**src/rtl/fxp_fp_pkg.sv**
```systemverilog
// fxp_fp_pkg: shared IEEE-754 single-precision constants and field layout
package fxp_fp_pkg;
    localparam int FP32_MANT_W = 23;
    localparam int FP32_EXP_W = 8;
    localparam int FP32_BIAS = 127;
    typedef struct packed {
        logic sign;
        logic [FP32_EXP_W-1:0] exp;
        logic [FP32_MANT_W-1:0] mant;
    } fp32_t;
endpackage

```
**src/rtl/lead_one_detect.sv**
```systemverilog
// lead_one_detect: combinational priority encoder giving the index of the highest set bit
module lead_one_detect #(
    parameter int WIDTH = 32
) (
    input  logic [WIDTH-1:0]         a_i,
    output logic [$clog2(WIDTH)-1:0] idx,
    output logic                     zero
);
    localparam int IW = $clog2(WIDTH);
    always_comb begin
        idx = '0;
        for (int i = 0; i < WIDTH; i++)
            if (a_i[i]) idx = IW'(i);
        zero = ~|a_i;
    end
endmodule

```
**src/rtl/fixed_to_float_pipe.sv**
```systemverilog
// fixed_to_float_pipe: 3-stage fixed-point to FP32 converter with valid/ready flow control
module fixed_to_float_pipe
    import fxp_fp_pkg::*;
#(
    parameter int IN_WIDTH  = 32,
    parameter int POS_WIDTH = $clog2(IN_WIDTH)
) (
    input  logic                 clk,
    input  logic                 rst,
    input  logic                 in_valid,
    output logic                 in_ready,
    input  logic [IN_WIDTH-1:0]  in_data,
    input  logic [POS_WIDTH-1:0] in_fixpos,
    input  logic                 in_signed,
    input  logic                 in_rne,
    output logic                 out_valid,
    input  logic                 out_ready,
    output logic [31:0]          out_data,
    output logic                 out_inexact
);
    logic                 adv;
    logic                 v1_q, v2_q, v3_q;
    logic                 sign1_q, sign2_q, rne1_q, rne2_q, zero2_q;
    logic [IN_WIDTH-1:0]  mag_d, mag1_q, mag2_q;
    logic [POS_WIDTH-1:0] pos1_q, pos2_q, lead_d, lead2_q;
    logic                 zero_d, sign_d;
    logic [31:0]          out_data_q, out_data_d;
    logic                 out_inexact_q, out_inexact_d;
    logic [IN_WIDTH-1:0]  norm;
    logic [IN_WIDTH+FP32_MANT_W:0] wide;
    logic [FP32_MANT_W-1:0] frac;
    logic [FP32_MANT_W:0]   frac_r;
    logic                 guard, sticky, inc;
    logic [9:0]           exp_w;
    fp32_t                res;

    assign adv = out_ready | ~v3_q;
    assign in_ready = adv;
    assign out_valid = v3_q;
    assign out_data = out_data_q;
    assign out_inexact = out_inexact_q;
    assign sign_d = in_signed & in_data[IN_WIDTH-1];
    assign mag_d = sign_d ? -in_data : in_data;

    lead_one_detect #(.WIDTH(IN_WIDTH)) u_lod (
        .a_i  (mag1_q),
        .idx  (lead_d),
        .zero (zero_d)
    );

    // Shifting by (IN_WIDTH - lead) drops the implicit leading one off the top
    always_comb begin
        norm = mag2_q << (IN_WIDTH - int'(lead2_q));
        wide = {norm, {(FP32_MANT_W+1){1'b0}}};
        frac = wide[IN_WIDTH+FP32_MANT_W -: FP32_MANT_W];
        guard = wide[IN_WIDTH];
        sticky = |wide[IN_WIDTH-1:0];
        inc = rne2_q & guard & (sticky | frac[0]);
        frac_r = {1'b0, frac} + (FP32_MANT_W+1)'(inc);
        exp_w = 10'(FP32_BIAS) + 10'(lead2_q) - 10'(pos2_q) + 10'(frac_r[FP32_MANT_W]);
        res = '{sign: sign2_q, exp: exp_w[7:0], mant: frac_r[FP32_MANT_W-1:0]};
        out_data_d = (zero2_q | (|exp_w[9:8])) ? 32'h0 : res;
        out_inexact_d = ~zero2_q & (guard | sticky);
    end

    always_ff @(posedge clk) begin
        if (rst) begin
            v1_q <= 1'b0;
            v2_q <= 1'b0;
            v3_q <= 1'b0;
            out_data_q <= 32'h0;
            out_inexact_q <= 1'b0;
        end else if (adv) begin
            v1_q <= in_valid;
            sign1_q <= sign_d;
            mag1_q <= mag_d;
            pos1_q <= in_fixpos;
            rne1_q <= in_rne;
            v2_q <= v1_q;
            sign2_q <= sign1_q;
            mag2_q <= mag1_q;
            pos2_q <= pos1_q;
            rne2_q <= rne1_q;
            lead2_q <= lead_d;
            zero2_q <= zero_d;
            v3_q <= v2_q;
            out_data_q <= out_data_d;
            out_inexact_q <= out_inexact_d;
        end
    end
endmodule

```
**config.mk**
```make
export PLATFORM = sky130hd
export DESIGN_NAME = fixed_to_float_pipe
export DESIGN_NICKNAME = d
export VERILOG_FILES = /design/src/rtl/fxp_fp_pkg.sv /design/src/rtl/lead_one_detect.sv /design/src/rtl/fixed_to_float_pipe.sv
export SDC_FILE = /design/constraint.sdc
export NUM_CORES = 1
export LEC_CHECK = 0
export BUFFER_PORTS_ARGS = -buffer_cell sky130_fd_sc_hd__buf_2
export CORE_MARGIN = 1
export CORE_UTILIZATION = 40
export DETAILED_ROUTE_END_ITERATION = 6
export GPL_TIMING_DRIVEN = 1
export MAX_ROUTING_LAYER = met4
export PLACE_DENSITY_LB_ADDON = 0.08
export SLEW_MARGIN = 25
export SYNTH_ARGS = -nofsm -noshare
export SYNTH_HDL_FRONTEND = slang
export SYNTH_HIERARCHICAL = 1
export SYNTH_SLANG_ARGS = --single-unit
export TNS_END_PERCENT = 1
```
**constraint.sdc**
```tcl
create_clock -name clk -period 4.7 [get_ports clk]
set_input_delay 0.47 -clock clk [delete_from_list [all_inputs] [get_ports clk]]
set_output_delay 0.47 -clock clk [all_outputs]
set_load 0.005 [all_outputs]
```
==> impl_metrics.json <==
{
  "max_slew_margin": 0.405,
  "place_congestion": 0.908,
  "synth.distinct_cells": 75,
  "clock_latency_ns": 0.42,
  "cp-end-kind": "flip-flop",
  "io_buffers": 77,
  "synth-simple-area-share": 0.151,
  "synthAdderAreaFrac": 0.0198,
  "worstSetupPathType": "reg -> reg",
  "max_freq_ghz": 0.225,
  "route.detailed.drc": 0,
  "numCtsBuffers": 17,
  "cts_tree": "built",
  "placed_area_um2": 8720,
  "htree_levels": 4,
  "dpl.cell_count": 1079,
  "synth_xor_area_frac": 0.0547,
  "multi_input_area_um2": 4320,
  "required_ns": 5.04,
  "synth.area.top_cells": "edfxtp_1 32%, dfxtp_1 9.2%, mux4_2 8.6%, mux2i_1 5.2%, xnor2_1 3.1%",
  "final-max-slew-violation-count": 0,
  "netlist_area_um2": 7820,
  "drive_gt1_frac": 0.268,
  "syn_nets": 788,
  "syn_inst": 734,
  "synth_top_family_by_area": "multiplexers",
  "design_area_um2": 9390,
  "final_cells": 1111,
  "synth_compound_area_frac": 0.154,
  "rsz0062_at_grt": "no",
  "routed_via_density": 5.66,
  "gr-total-overflow": 0,
  "period_minus_slack_ns": 4.45,
  "die_y_um": 142,
  "die-area_um2": 20100,
  "hold_buffers": 0,
  "p_per_area_nw_per_um2": 370,
  "rrSetupSlack_ns": 0.25,
  "antennaDiodeCount": 0,
  "start_util": 0.413,
  "ys_async_sr_fraction": 0,
  "cts_resized": 0,
  "critPathLaunchType": "flip-flop",
  "cts_sinks": 120,
  "grt_usage": 0.228,
  "vias": 6293,
  "synthFlopType": "edfxtp_1",
  "pin_count": 78,
  "clock_path_buffers": 2,
  "path_max_fanout": 39,
  "dr.first_iter.drc_count": 299,
  "fin_nets": 892,
  "grt_pass1_vias": 6238,
  "synth_top_area_frac": 0.323,
  "syn2layout_area_growth_pct": 20.1,
  "grt_max_degree": 40,
  "cts-root-buf": "clkbuf_16",
  "finalCoreUtilization": 0.496,
  "ir_drop_mv": 0.198,
  "fp.dieW_um": 142,
  "drv_cap": 0,
  "rows": 50,
  "hold_class": "in -> reg",
  "regArea_um2": 3240,
  "wl_per_cell_um": 19.2,
  "grt_pass1_wl_mm": 33.8,
  "fin_skew_ns": 0.00856,
  "synth_edf_count": 84,
  "yosys-mux-area-fraction": 0.162,
  "tightest_slew_ns": 0.889,
  "fin_crit_sh": 0.947,
  "syn_avg_cell_area_um2": 10.7,
  "core_um2": 19000,
  "antenna_found_initial": 0,
  "post-cts-setup-buffers": 0,
  "routed_wl_mm": 21.4,
  "yosysTopAreaCell": "edfxtp_1",
  "final-setup-viol-count": 0,
  "dp_hpwl_mm": 16.8,
  "yosysWarnings": 6,
  "nFillCells": 1748,
  "finalHoldViolations": 0,
  "p_leak_nw": 3.60,
  "critPathArrivalTime_ns": 4.80,
  "cts.clk_slew.worst_paths_ns": 0.06,
  "antenna_left": 0,
  "first_pass_iters": 5,
  "outcome": "finished clean",
  "ys_seq_area_frac": 0.415,
  "ys_ff_latch": 120
}
-- Yosys cell counts (4+ instances only) --
master	n
edfxtp_1	84
o31ai_1	16
and3_1	6
a221o_1	4
or3_1	12
a31oi_1	7
nor4_1	14
o221ai_1	4
nor3b_1	7
inv_1	26
a22oi_1	11
nand2b_1	5
buf_6	4
nor2_1	54
nor2b_1	8
o21bai_1	4
o21ai_0	34
buf_2	12
xnor2_1	28
or4_1	8
mux2_2	16
a21oi_1	25
a32o_1	9
mux2i_1	41
dfxtp_1	36
nand4_1	9
a221oi_1	7
ha_1	10
clkbuf_1	17
nor3_1	28
o211ai_1	6
nand3_1	18
xor2_1	19
nand2_1	50
mux4_2	30
buf_4	6
-- worst max-delay path, stage by stage, from the launching register on --
cell	delay (ns)
edfxtp_1	0.43
buf_12	0.21
or4_1	0.59
nand2_4	0.17
buf_4	0.20
nor2_1	0.05
buf_4	0.16
a221oi_1	0.48
nor3_1	0.15
nand4_1	0.20
nor4_4	0.08
ha_2	0.19
ha_1	0.20
and3_1	0.17
and2_1	0.16
maj3_1	0.34
or4_1	0.42
a21oi_1	0.15
-- layer usage --
layer,up-vias,GRT usage,share of wire
met4,0,0.0911,0.025
met5,-,-,0
met1,3029,0.272,0.44
li1,3063,-,-
met3,25,0.0260,0.032
met2,176,0.394,0.50
-- flip-flops by register name, summed over array words and instances, names as in the netlist --
name and flops:
mag1_q 32, mag2_q 32, out_data 32, lead2_q 5, pos1_q 5, pos2_q 5, out_inexact 1, out_valid 1
rne1_q 1, rne2_q 1, sign1_q 1, sign2_q 1, v1_q 1, v2_q 1, zero2_q 1
-- power breakdown --
part | total [mW] | switching, mW | internal (mW) | leakage [nW]
Sequential | 1.30 | 0.0643 | 1.23 | 1.11
Combinational | 0.857 | 0.469 | 0.388 | 2.20
Clock | 1.32 | 0.527 | 0.792 | 0.287
-- stage by stage --
step / power (mW) / worst slack, ns / TNS (ns) / hold WS (ns)
after floorplan: 1.86 / -0.130 / -0.130 / 0.400
after global placement: 2.16 / 0.155 / 0 / 0.403
after detailed placement: 2.16 / 0.127 / 0 / 0.405
after CTS: 3.48 / 0.0765 / 0 / 0.215
after global routing: 3.62 / 0.0256 / 0 / 0.220
final: 3.47 / 0.248 / 0 / 0.230
-- layout make-up --
type	count	area share
multi-input cells	545	0.460
clock inverters	15	0.0179
inverters	28	0.0115
flip-flops and latches	120	0.345
repair buffers	126	0.0854
clock buffers	17	0.0453
well taps	260	0.0346
-- kinds of logic (layout without fill, tap and decap cells) --
family                     after synthesis  count (layout)
DFF                                    120             120
AOI/OAI and AO/OA                      166             166
xor gates and xnor gates                48              48
and+or+nand+nor                        232             232
buffers and inverters                   69             186
adders and majority gates               12              12
muxes                                   87              87
-- placed cells by master, fill, tap and decap left out, types with 4 or more instances in the layout --
cell / synthesis / routed
nor2b_1: 8 / 7
mux2_2: 16 / 16
and3_1: 6 / 6
buf_4: 6 / 44
a221oi_1: 7 / 6
buf_2: 12 / 77
nor3b_1: 7 / 7
a221o_1: 4 / 4
mux4_2: 30 / 30
or4_1: 8 / 8
a22oi_1: 11 / 11
nand2_1: 50 / 50
o21ai_0: 34 / 34
nor3_1: 28 / 28
nor4_1: 14 / 12
edfxtp_1: 84 / 84
ha_1: 10 / 8
mux2i_1: 41 / 40
nand3_1: 18 / 18
a21oi_1: 25 / 25
o31ai_1: 16 / 16
a31oi_1: 7 / 6
clkbuf_16: 0 / 17
o221ai_1: 4 / 4
a32o_1: 9 / 9
o21bai_1: 4 / 4
nand2b_1: 5 / 5
o211ai_1: 6 / 6
xor2_1: 19 / 18
nor2_1: 54 / 53
xnor2_1: 28 / 28
nand4_1: 9 / 9
inv_1: 26 / 26
clkinv_4: 0 / 5
or3_1: 12 / 11
dfxtp_1: 36 / 36
-- worst paths after layout --
path / startpoint / to / cells after the start
max reg2reg: lead2_q[0] / out_data[29] / 17
max: lead2_q[0] / out_data[29] / 17
min reg2reg: sign1_q / sign2_q / 0
min: in_fixpos[0] / pos1_q[0] / 1
Note: power is estimated with default switching activity, not from simulation.
